## config.mk

```make
export PLATFORM = sky130hd
export DESIGN_NAME = vga_timing_monitor
export DESIGN_NICKNAME = d
export VERILOG_FILES = /design/src/rtl/vga_timing_monitor.sv
export SDC_FILE = /design/constraint.sdc
export NUM_CORES = 1
export LEC_CHECK = 0
export ABC_AREA = 1
export BUFFER_PORTS_ARGS = -buffer_cell sky130_fd_sc_hd__buf_2
export CAP_MARGIN = 20
export CORE_MARGIN = 10
export CORE_UTILIZATION = 60
export CTS_CLUSTER_SIZE = 16
export DETAILED_ROUTE_END_ITERATION = 16
export PLACE_DENSITY = 0.77
export RECOVER_POWER = 25
export SLEW_MARGIN = 20
export SYNTH_ARGS = -nofsm -noshare
export SYNTH_HDL_FRONTEND = slang
export SYNTH_SLANG_ARGS = --single-unit
```

## constraint.sdc

```tcl
create_clock -name clk -period 4.8 [get_ports clk]
set_clock_uncertainty 0.1 [all_clocks]
set_input_delay 0 -clock clk [delete_from_list [all_inputs] [get_ports clk]]
set_output_delay 0 -clock clk [all_outputs]
set_load 0.1 [all_outputs]
```

## src/rtl/vga_timing_monitor.sv

```systemverilog
// Purpose: receive-side VGA timing monitor; recovers de/x/y and measures line/frame geometry, flags lock.
// Latency: de/x/y, measurements and locked update 1 clk after the sampling pix_en cycle.
// Backpressure: none; a passive observer that consumes every pix_en sample.
module vga_timing_monitor #(
  parameter int LOG2_DISPLAY_WIDTH  = 10,
  parameter int LOG2_DISPLAY_HEIGHT = 10,
  // Consecutive identical frames needed before locked asserts; legal range 1..15.
  parameter int LOCK_FRAMES         = 2
) (
  input  logic                           clk,
  input  logic                           rst,
  input  logic                           pix_en,
  input  logic                           hsync,
  input  logic                           vsync,
  input  logic                           vga_blank_n,
  output logic                           de,
  output logic [LOG2_DISPLAY_WIDTH-1:0]  x,
  output logic [LOG2_DISPLAY_HEIGHT-1:0] y,
  output logic                           frame_start,
  output logic [LOG2_DISPLAY_WIDTH-1:0]  h_total,
  output logic [LOG2_DISPLAY_WIDTH-1:0]  h_active,
  output logic [LOG2_DISPLAY_HEIGHT-1:0] v_active,
  output logic [LOG2_DISPLAY_HEIGHT-1:0] v_total,
  output logic                           locked
);

  localparam int HW = LOG2_DISPLAY_WIDTH;
  localparam int VW = LOG2_DISPLAY_HEIGHT;
  // Snapshot layout: {h_total, h_active, v_active, v_total}
  localparam int SW = 2 * HW + 2 * VW;

  localparam logic [HW-1:0] H_ONE    = {{(HW-1){1'b0}}, 1'b1};
  localparam logic [VW-1:0] V_ONE    = {{(VW-1){1'b0}}, 1'b1};
  localparam logic [3:0]    LOCK_MAX = 4'(LOCK_FRAMES);

  // ---------------------------------------------------------------------------
  // State
  // ---------------------------------------------------------------------------
  logic          hs_q, vs_q, bl_q;

  logic [HW-1:0] hcnt_q, hcnt_d;
  logic [HW-1:0] xcnt_q, xcnt_d;
  logic [VW-1:0] ycnt_q, ycnt_d;
  logic [VW-1:0] vcnt_q, vcnt_d;

  logic [HW-1:0] h_total_q, h_total_d;
  logic [HW-1:0] h_active_q, h_active_d;
  logic [VW-1:0] v_active_q, v_active_d;
  logic [VW-1:0] v_total_q, v_total_d;

  logic          de_q, de_d;
  logic [HW-1:0] x_q, x_d;
  logic [VW-1:0] y_q, y_d;
  logic          fs_q;

  logic [3:0]    match_q, match_d;
  logic          locked_q, locked_d;
  logic          frame_bad_q, frame_bad_d;
  logic [SW-1:0] snap_q, snap_d;
  logic          snap_vld_q, snap_vld_d;

  // ---------------------------------------------------------------------------
  // Combinational helpers
  // ---------------------------------------------------------------------------
  logic          hs_fall, vs_fall, bl_fall;
  logic [HW-1:0] hcnt_inc;
  logic          sync_loss;
  logic          line_bad;
  logic [VW-1:0] ycnt_step;
  logic [VW-1:0] vcnt_next;
  logic [SW-1:0] frame_meas;
  logic          frame_match;

  // Edges are only meaningful on sample cycles, so pix_en is folded in here.
  always_comb begin
    hs_fall = pix_en & hs_q & ~hsync;
    vs_fall = pix_en & vs_q & ~vsync;
    bl_fall = pix_en & bl_q & ~vga_blank_n;
  end

  // Horizontal counter: measure on hsync fall, otherwise count and detect runaway lines.
  always_comb begin
    hcnt_inc  = hcnt_q + H_ONE;
    hcnt_d    = hcnt_q;
    h_total_d = h_total_q;
    sync_loss = 1'b0;
    if (hs_fall) begin
      h_total_d = hcnt_inc;
      hcnt_d    = '0;
    end else if (pix_en) begin
      // A counter pinned at all-ones means hsync has gone missing.
      if (&hcnt_q) begin
        sync_loss = 1'b1;
      end else begin
        hcnt_d = hcnt_inc;
      end
    end
    // Compared against the previous line length before it is overwritten.
    line_bad = hs_fall & (hcnt_inc != h_total_q);
  end

  // Active-pixel tracking: registered de/x/y, x/y hold through blanking.
  always_comb begin
    xcnt_d = xcnt_q;
    de_d   = de_q;
    x_d    = x_q;
    y_d    = y_q;
    if (pix_en) begin
      de_d = vga_blank_n;
      if (vga_blank_n) begin
        x_d = xcnt_q;
        y_d = ycnt_q;
      end
    end
    if (hs_fall) begin
      xcnt_d = '0;
    end else if (pix_en && vga_blank_n && !(&xcnt_q)) begin
      xcnt_d = xcnt_q + H_ONE;
    end
  end

  // Vertical counters and per-frame measurements, closed out on vsync fall.
  always_comb begin
    ycnt_step  = (bl_fall && !(&ycnt_q)) ? ycnt_q + V_ONE : ycnt_q;
    // An hsync fall coincident with vsync fall belongs to the frame being closed.
    vcnt_next  = (hs_fall && !(&vcnt_q)) ? vcnt_q + V_ONE : vcnt_q;
    h_active_d = bl_fall ? xcnt_q : h_active_q;
    v_active_d = v_active_q;
    v_total_d  = v_total_q;
    ycnt_d     = ycnt_step;
    vcnt_d     = vcnt_next;
    if (vs_fall) begin
      v_total_d  = vcnt_next;
      v_active_d = ycnt_step;
      vcnt_d     = '0;
      ycnt_d     = '0;
    end
  end

  // Lock tracking: compare each completed frame's geometry with the previous one.
  always_comb begin
    frame_meas  = {h_total_d, h_active_d, v_active_d, v_total_d};
    // The line ending in the vsync-fall sample still counts against this frame.
    frame_match = snap_vld_q && (frame_meas == snap_q) && !frame_bad_q && !line_bad;
    match_d     = match_q;
    locked_d    = locked_q;
    snap_d      = snap_q;
    snap_vld_d  = snap_vld_q;
    frame_bad_d = frame_bad_q | line_bad;
    if (vs_fall) begin
      frame_bad_d = 1'b0;
      snap_d      = frame_meas;
      snap_vld_d  = 1'b1;
      if (frame_match) begin
        match_d = (match_q >= LOCK_MAX) ? LOCK_MAX : match_q + 4'd1;
      end else begin
        match_d = '0;
      end
      locked_d = (match_d == LOCK_MAX);
    end
    // Loss of hsync overrides any frame result in the same sample.
    if (sync_loss) begin
      match_d  = '0;
      locked_d = 1'b0;
    end
  end

  // ---------------------------------------------------------------------------
  // Registers
  // ---------------------------------------------------------------------------

  // Previous-sample history for the edge detectors; idle sync levels are high.
  always_ff @(posedge clk or posedge rst) begin
    if (rst) begin
      hs_q <= 1'b1;
      vs_q <= 1'b1;
      bl_q <= 1'b0;
    end else if (pix_en) begin
      hs_q <= hsync;
      vs_q <= vsync;
      bl_q <= vga_blank_n;
    end
  end

  // Position counters and geometry measurements.
  always_ff @(posedge clk or posedge rst) begin
    if (rst) begin
      hcnt_q     <= '0;
      xcnt_q     <= '0;
      ycnt_q     <= '0;
      vcnt_q     <= '0;
      h_total_q  <= '0;
      h_active_q <= '0;
      v_active_q <= '0;
      v_total_q  <= '0;
    end else if (pix_en) begin
      hcnt_q     <= hcnt_d;
      xcnt_q     <= xcnt_d;
      ycnt_q     <= ycnt_d;
      vcnt_q     <= vcnt_d;
      h_total_q  <= h_total_d;
      h_active_q <= h_active_d;
      v_active_q <= v_active_d;
      v_total_q  <= v_total_d;
    end
  end

  // Per-pixel outputs.
  always_ff @(posedge clk or posedge rst) begin
    if (rst) begin
      de_q <= 1'b0;
      x_q  <= '0;
      y_q  <= '0;
    end else if (pix_en) begin
      de_q <= de_d;
      x_q  <= x_d;
      y_q  <= y_d;
    end
  end

  // frame_start is refreshed every clk so it is a single-clk pulse.
  always_ff @(posedge clk or posedge rst) begin
    if (rst) begin
      fs_q <= 1'b0;
    end else begin
      fs_q <= vs_fall;
    end
  end

  // Lock state, frame-quality flag and previous-frame snapshot.
  always_ff @(posedge clk or posedge rst) begin
    if (rst) begin
      match_q     <= '0;
      locked_q    <= 1'b0;
      frame_bad_q <= 1'b0;
      snap_q      <= '0;
      snap_vld_q  <= 1'b0;
    end else if (pix_en) begin
      match_q     <= match_d;
      locked_q    <= locked_d;
      frame_bad_q <= frame_bad_d;
      snap_q      <= snap_d;
      snap_vld_q  <= snap_vld_d;
    end
  end

  assign de          = de_q;
  assign x           = x_q;
  assign y           = y_q;
  assign frame_start = fs_q;
  assign h_total     = h_total_q;
  assign h_active    = h_active_q;
  assign v_active    = v_active_q;
  assign v_total     = v_total_q;
  assign locked      = locked_q;

endmodule

```

---- Word-level counts from Yosys, hierarchy flattened ----
Cells that the tools add are included.
word-level totals
  output and inout port bits .............. 63
  memories ................................ 0
  bits in read-only memories .............. 0
  memory bits (writable) .................. 0
  latch bits .............................. 0
  register bits ........................... 151
operators by class
  bitwise gates (word level) .............. 11
  reductions and logical operators ........ 23
  order comparisons ....................... 1
  add/sub/neg operators ................... 5
  multiplexer cells ....................... 23
  divide/modulo/power cells ............... 0
  multiply operators ...................... 0
  shifts and indexed selects .............. 0
  equal/unequal tests ..................... 4
operator list
  operator               count
  $mux 10                12
  $add 10x1->10 const B  4
  $eq 40x40->1           1
  $reduce_and 10->1      4
  $mux 4                 5
  $ne 10x10->1           1
  $reduce_and 2->1       5
  $and 1x1->1            7
  $logic_and 1x1->1      7
  $mux 1                 6
  $logic_not 1->1        5
  $add 4x1->4 const B    1
  $eq 4x2->1 const B     1
  $ge 4x2->1 const B     1
  $reduce_bool 2->1      2
  $not 1->1              3
  $ne 2x2->1 const B     1
  $or 1x1->1             1

---- Logic depth before layout (Yosys ltp) ----
  depth after elaboration ................. 14
  mapped depth ............................ 19

---- Worst setup path after synthesis ----
OpenSTA, ideal clock, no wires.
  kind .................................... reg-to-reg
  start point ............................. reg, netlist name de
  end point ............................... reg match_q[2]
  library setup time ...................... 74 ps
  slack ................................... 2080 ps
  cell stages (with the launch flop) ...... 15
  required time ........................... 4626 ps
  buffers on the path ..................... 1
  data arrival time ....................... 2546 ps
  path through ............................ dfrtp_1 nand2_1 nor2_4 buf_6 nand4_1 nand2_1 nand2_1 nand2_1 xor2_1 nand3_1 nor2_1 nand2_1 nor2_2 nand2_1 o21ai_2
RTL lines
  what                  line  RTL
  end signal, assigned  239   match_q <= match_d;
  end, declared         56    logic [3:0] match_q, match_d;

---- Final worst setup path ----
  start point ............................. in pix_en
  end point ............................... reg match_q[0]
between the ends
  longest elaborated chain between the ends .. 13
  elaborated cells on any way between the ends .. 28
  those cells by class .................... eq/ne (1); mux (12); bitwise (7); reduce/logical (8)
RTL lines
  what                                                 line      RTL
  start, declared                                      12        input logic pix_en,
  $and 1x1->1, on equally long branches (2 in series)  76, 78
  $logic_and 1x1->1, on equally long branches          126, 124
  $mux 10, on equally long branches                    126, 124
  $mux 10                                              132       if (vs_fall) begin
  $eq 40x40->1                                         144       frame_match = snap_vld_q && (frame_meas == snap_q) && !frame_bad_q && !line_bad;
  $logic_and 1x1->1 (3 in series)                      144
  $mux 4                                               154       if (frame_match) begin
  $mux 4 (2 in series)                                 150       if (vs_fall) begin
  $mux 4                                               162       if (sync_loss) begin
Parallel ways exist; a longest one is shown, timed or not. The select of a mux whose other input is x is not followed.
A chain may end at the register's enable or synchronous reset.

==> metrics.md <==
| Metric | Value |
|---|---|
| # IOs | `69` |
| Crit path required time | `between 5 and 6 ns` |
| Fraction of layout cells with a size suffix above 1 | `around 13%` |
| DRT iter0 DRCs | `between 500 and 600` |
| CTS tree | `yes` |
| Syn_nets | `approximately 1000` |
| Starting density of the core | `60.9%` |
| Gpl congestion | `between 0.8 and 0.9` |
| PortBufs | `68` |
| Die width | `around 130 microns` |
| Most used DFF post-synth | `dfrtp_1` |
| Die Height | `about 130 microns` |
| FMAX | `approximately 280 MHz` |
| Reg clk slew, reported paths | `approximately 0.060 ns` |
| Vias in the first global route | `6377` |
| Top cell type's share of synthesized area | `between 40% and 50%` |
| Via Count | `6583` |
| Final WL | `around 18000 microns` |
| DP Area | `8110 sq um` |
| Crit end category | `flip-flop` |
| Root Buffer | `clkbuf_16` |
| DIE AREA | `approximately 18000 sq um` |
| Clock buffer depth | `2` |
| Area of the multi-input gates | `about 3200 sq um` |
| Clk_lat worst skew | `around 0.42 ns` |
| Fillers | `roughly 1000` |
| Post-detail-place hpwl | `approximately 12000 microns` |
| Maxcap violations | `1` |
| Area Overhead vs Synth | `14.5%` |
| Post-route cell area | `between 8000 and 9000 sq um` |
| CP dominant cell by count | `nand2_1` |
| Startpoint Class | `input port` |
| CP arrival | `about 3.8 ns` |
| #FFs+latches synth | `roughly 150` |
| Final hold vios | `0` |
| Cell taking the most area after synthesis | `dfrtp_1` |
| Setup CP Type | `input port to flip-flop` |
| Number of synthesized flops with an enable pin | `0` |
| Gate Count Post-Synth | `999` |
| Worst path max stage delay | `approximately 0.65 ns` |
| Avg Cell Area, Syn | `around 7.7 sq um` |
| RSZ-0062 raised after global routing | `false` |
| Ys Warns | `0` |
| DR vias/cell | `between 5 and 6` |
| First-pass GRT wire length | `29900 microns` |
| Failing checks | `capacitance limit, slew limit` |
| DRT Pass-1 Iters | `5` |
| CP delay by family, top | `buffers and inverters` |
| Max Transition Viols Final | `~110` |
| Antenna violations before repair | `0` |
| Post-synth ARST share | `100%` |
| Num rows | `41` |
| Slowest-stage cell, CP | `inv_2` |
| Count of cell types in the netlist | `35` |
| Cell Pwr Density | `roughly 520 nW/um^2` |
| Largest net degree at the start of global routing | `107` |
| DRC Markers | `0` |
| Core area | `12600 sq um` |
| GR Overflow Total | `0` |
| Sink Count | `151` |
| CTS H-tree depth | `4` |
| Remaining antenna violation count | `0` |
| Status | `complete, but fails checks` |
| Nets | `1086` |
| Wirelength per Cell | `between 10 and 15 microns` |
| Maximum VDD drop | `approximately 0.43 mV` |
| Post-route setup slack | `1.29 ns` |
| Register Area | `roughly 3800 sq um` |
| # resized after CTS | `0` |
| Final Util | `69.7%` |
| Setup TNS Final | `0 ns` |
| CP Cell Sequence | `dlygate4sd3_1 > clkbuf_1 > inv_2 > nor2_2 > nand2_2 > inv_2 > buf_4 > or2_2 > nand2_1 > nand2_1 > nand2_1 > nor2_1 > nand2_1 > nor2_1 > nand3_1 > nor2_2 > nand2_1 > o21ai_1` |
| Worst path bufs/invs | `5` |
| Setup bufs post-CTS | `0` |
| Headroom to the max-slew limit | `-50.0%` |
| # setup viols final | `0` |
| Worst hold path type | `flip-flop to flip-flop` |
| Largest cells by area after synthesis | `dfrtp_1 (49%), nand2_1 (17%), inv_1 (6.3%), nand3_1 (5.6%), o21ai_0 (4.0%)` |
| Synthesized area | `around 7700 sq um` |
| Sequential share of the synthesized area | `49.4%` |
| Place WS | `between 1.5 and 2 ns` |
| Cts hold-fix bufs | `7` |
| Ant. Diodes | `0` |
| Worst Tran Pin Value | `between 2 and 2.5 ns` |
| Crit-path max FO | `56` |
| Min cycle time layout | `between 3 and 4 ns` |
| Static leakage | `between 4 and 5 nW` |
| Total GRT Usage | `roughly a fifth` |
| Fin crit share | `between 70% and 80%` |
| Total power | `0.00458 W` |
| CTS buffer count | `17` |
==> logic make-up after synthesis <==
| logic type | synth area share [%] |
|---|---|
| AO/OA/AOI/OAI | 7.91 |
| flip-flops | 49.4 |
| adder cells (fa/ha/maj) | 0.981 |
| AND/OR/NAND/NOR | 32.9 |
| buffers and inverters | 8.22 |
| XOR/XNOR | 0.572 |
==> cells in the final DEF, fill, tap and decap left out, drive strengths merged <==
cell | netlist | final
dfstp | 2 | 2
o21a | 15 | 15
a311oi | 1 | 1
o21bai | 1 | 1
nand3 | 92 | 92
nand3b | 10 | 10
clkbuf | 8 | 28
nor2 | 80 | 80
a31oi | 1 | 1
clkinv | 0 | 2
ha | 6 | 6
nand4 | 15 | 15
o21ai | 65 | 65
nor4 | 1 | 1
buf | 16 | 70
xor2 | 5 | 5
dlygate4sd3 | 0 | 7
bufinv | 0 | 2
o22ai | 8 | 8
nor3 | 9 | 9
nand2 | 344 | 344
inv | 131 | 131
clkinvlp | 0 | 2
dfrtp | 149 | 149
a21oi | 16 | 16
or2 | 23 | 23
a211oi | 1 | 1
==> final timing paths <==
path	from	depth (start not counted)	slack, ns	endpoint
max in group asynchronous	rst	4	2.43	snap_q[22]$_DFFE_PP0P_
hold / removal	y[6]$_DFFE_PP0P_	2	0.38	y[6]$_DFFE_PP0P_
setup / recovery	pix_en	18	1.29	match_q[0]$_DFFE_PP0P_
setup reg to reg	vs_q$_DFFE_PP1P_	14	1.84	match_q[0]$_DFFE_PP0P_
min in group asynchronous	rst	3	0.70	y[3]$_DFFE_PP0P_
hold reg to reg	y[6]$_DFFE_PP0P_	2	0.38	y[6]$_DFFE_PP0P_
==> sequential cells by signal, indices dropped and copies added, names as in the netlist <==
register / count
ycnt_q: 10
de: 1
v_total: 10
snap_q: 40
frame_start: 1
xcnt_q: 10
h_active: 10
vcnt_q: 10
vs_q: 1
y: 10
hcnt_q: 10
v_active: 10
match_q: 4
frame_bad_q: 1
locked: 1
hs_q: 1
h_total: 10
snap_vld_q: 1
x: 10
==> cell type report <==
cell class | count | share of cell area [%]
Sequential cell | 151 | 43.2
Multi-Input combinational cell | 693 | 37.0
Clock buffer | 25 | 5.66
Inverter | 131 | 5.66
Timing Repair Buffer | 80 | 5.04
Tap cell | 172 | 2.46
Clock inverter | 6 | 1.03
==> synth_stat cells (all sizes together), types with 2 or more instances <==
| library cell | instances |
|---|---|
| nor3 | 9 |
| buf | 16 |
| nand4 | 15 |
| o22ai | 8 |
| xor2 | 5 |
| o21ai | 65 |
| dfrtp | 149 |
| a21oi | 16 |
| nand3b | 10 |
| nand3 | 92 |
| o21a | 15 |
| nor2 | 80 |
| clkbuf | 8 |
| nand2 | 344 |
| ha | 6 |
| inv | 131 |
| dfstp | 2 |
| or2 | 23 |
==> stage by stage <==
step | cells | hold slack (ns)
detailed placement | 1220 | 0.184
CTS | 1258 | 0.300
global placement | 1220 | 0.179
global route | 1258 | 0.394
floorplan | 999 | 0.0390
finish | 1258 | 0.376
==> per-layer routing <==
| layer | vias up | global-route usage (%) | part of all wire (%) |
|---|---|---|---|
| li1 | 3318 | - | - |
| met1 | 3110 | 25.5 | 46 |
| met2 | 127 | 34.3 | 48 |
| met3 | 28 | 4.62 | 4.2 |
| met4 | 0 | 6.91 | 1.5 |
| met5 | - | 0 | 0 |
==> where the power goes <==
part	total [W]	switching [W]	leakage, nW	internal (W)
logic	0.00159	0.00123	2.34	0.000353
registers	0.00166	0.000171	1.94	0.00149
clock network	0.00133	0.000512	0.284	0.000820
==> worst reg2reg max path: cells and delay by family, from the launching register on <==
family,cells,cell delay (ns)
DFF,1,0.54
AOI/OAI and AO/OA,1,0.11
and+or+nand+nor,11,1.09
buffers and inverters,2,1.06
Power figures use the tool's default switching activity.
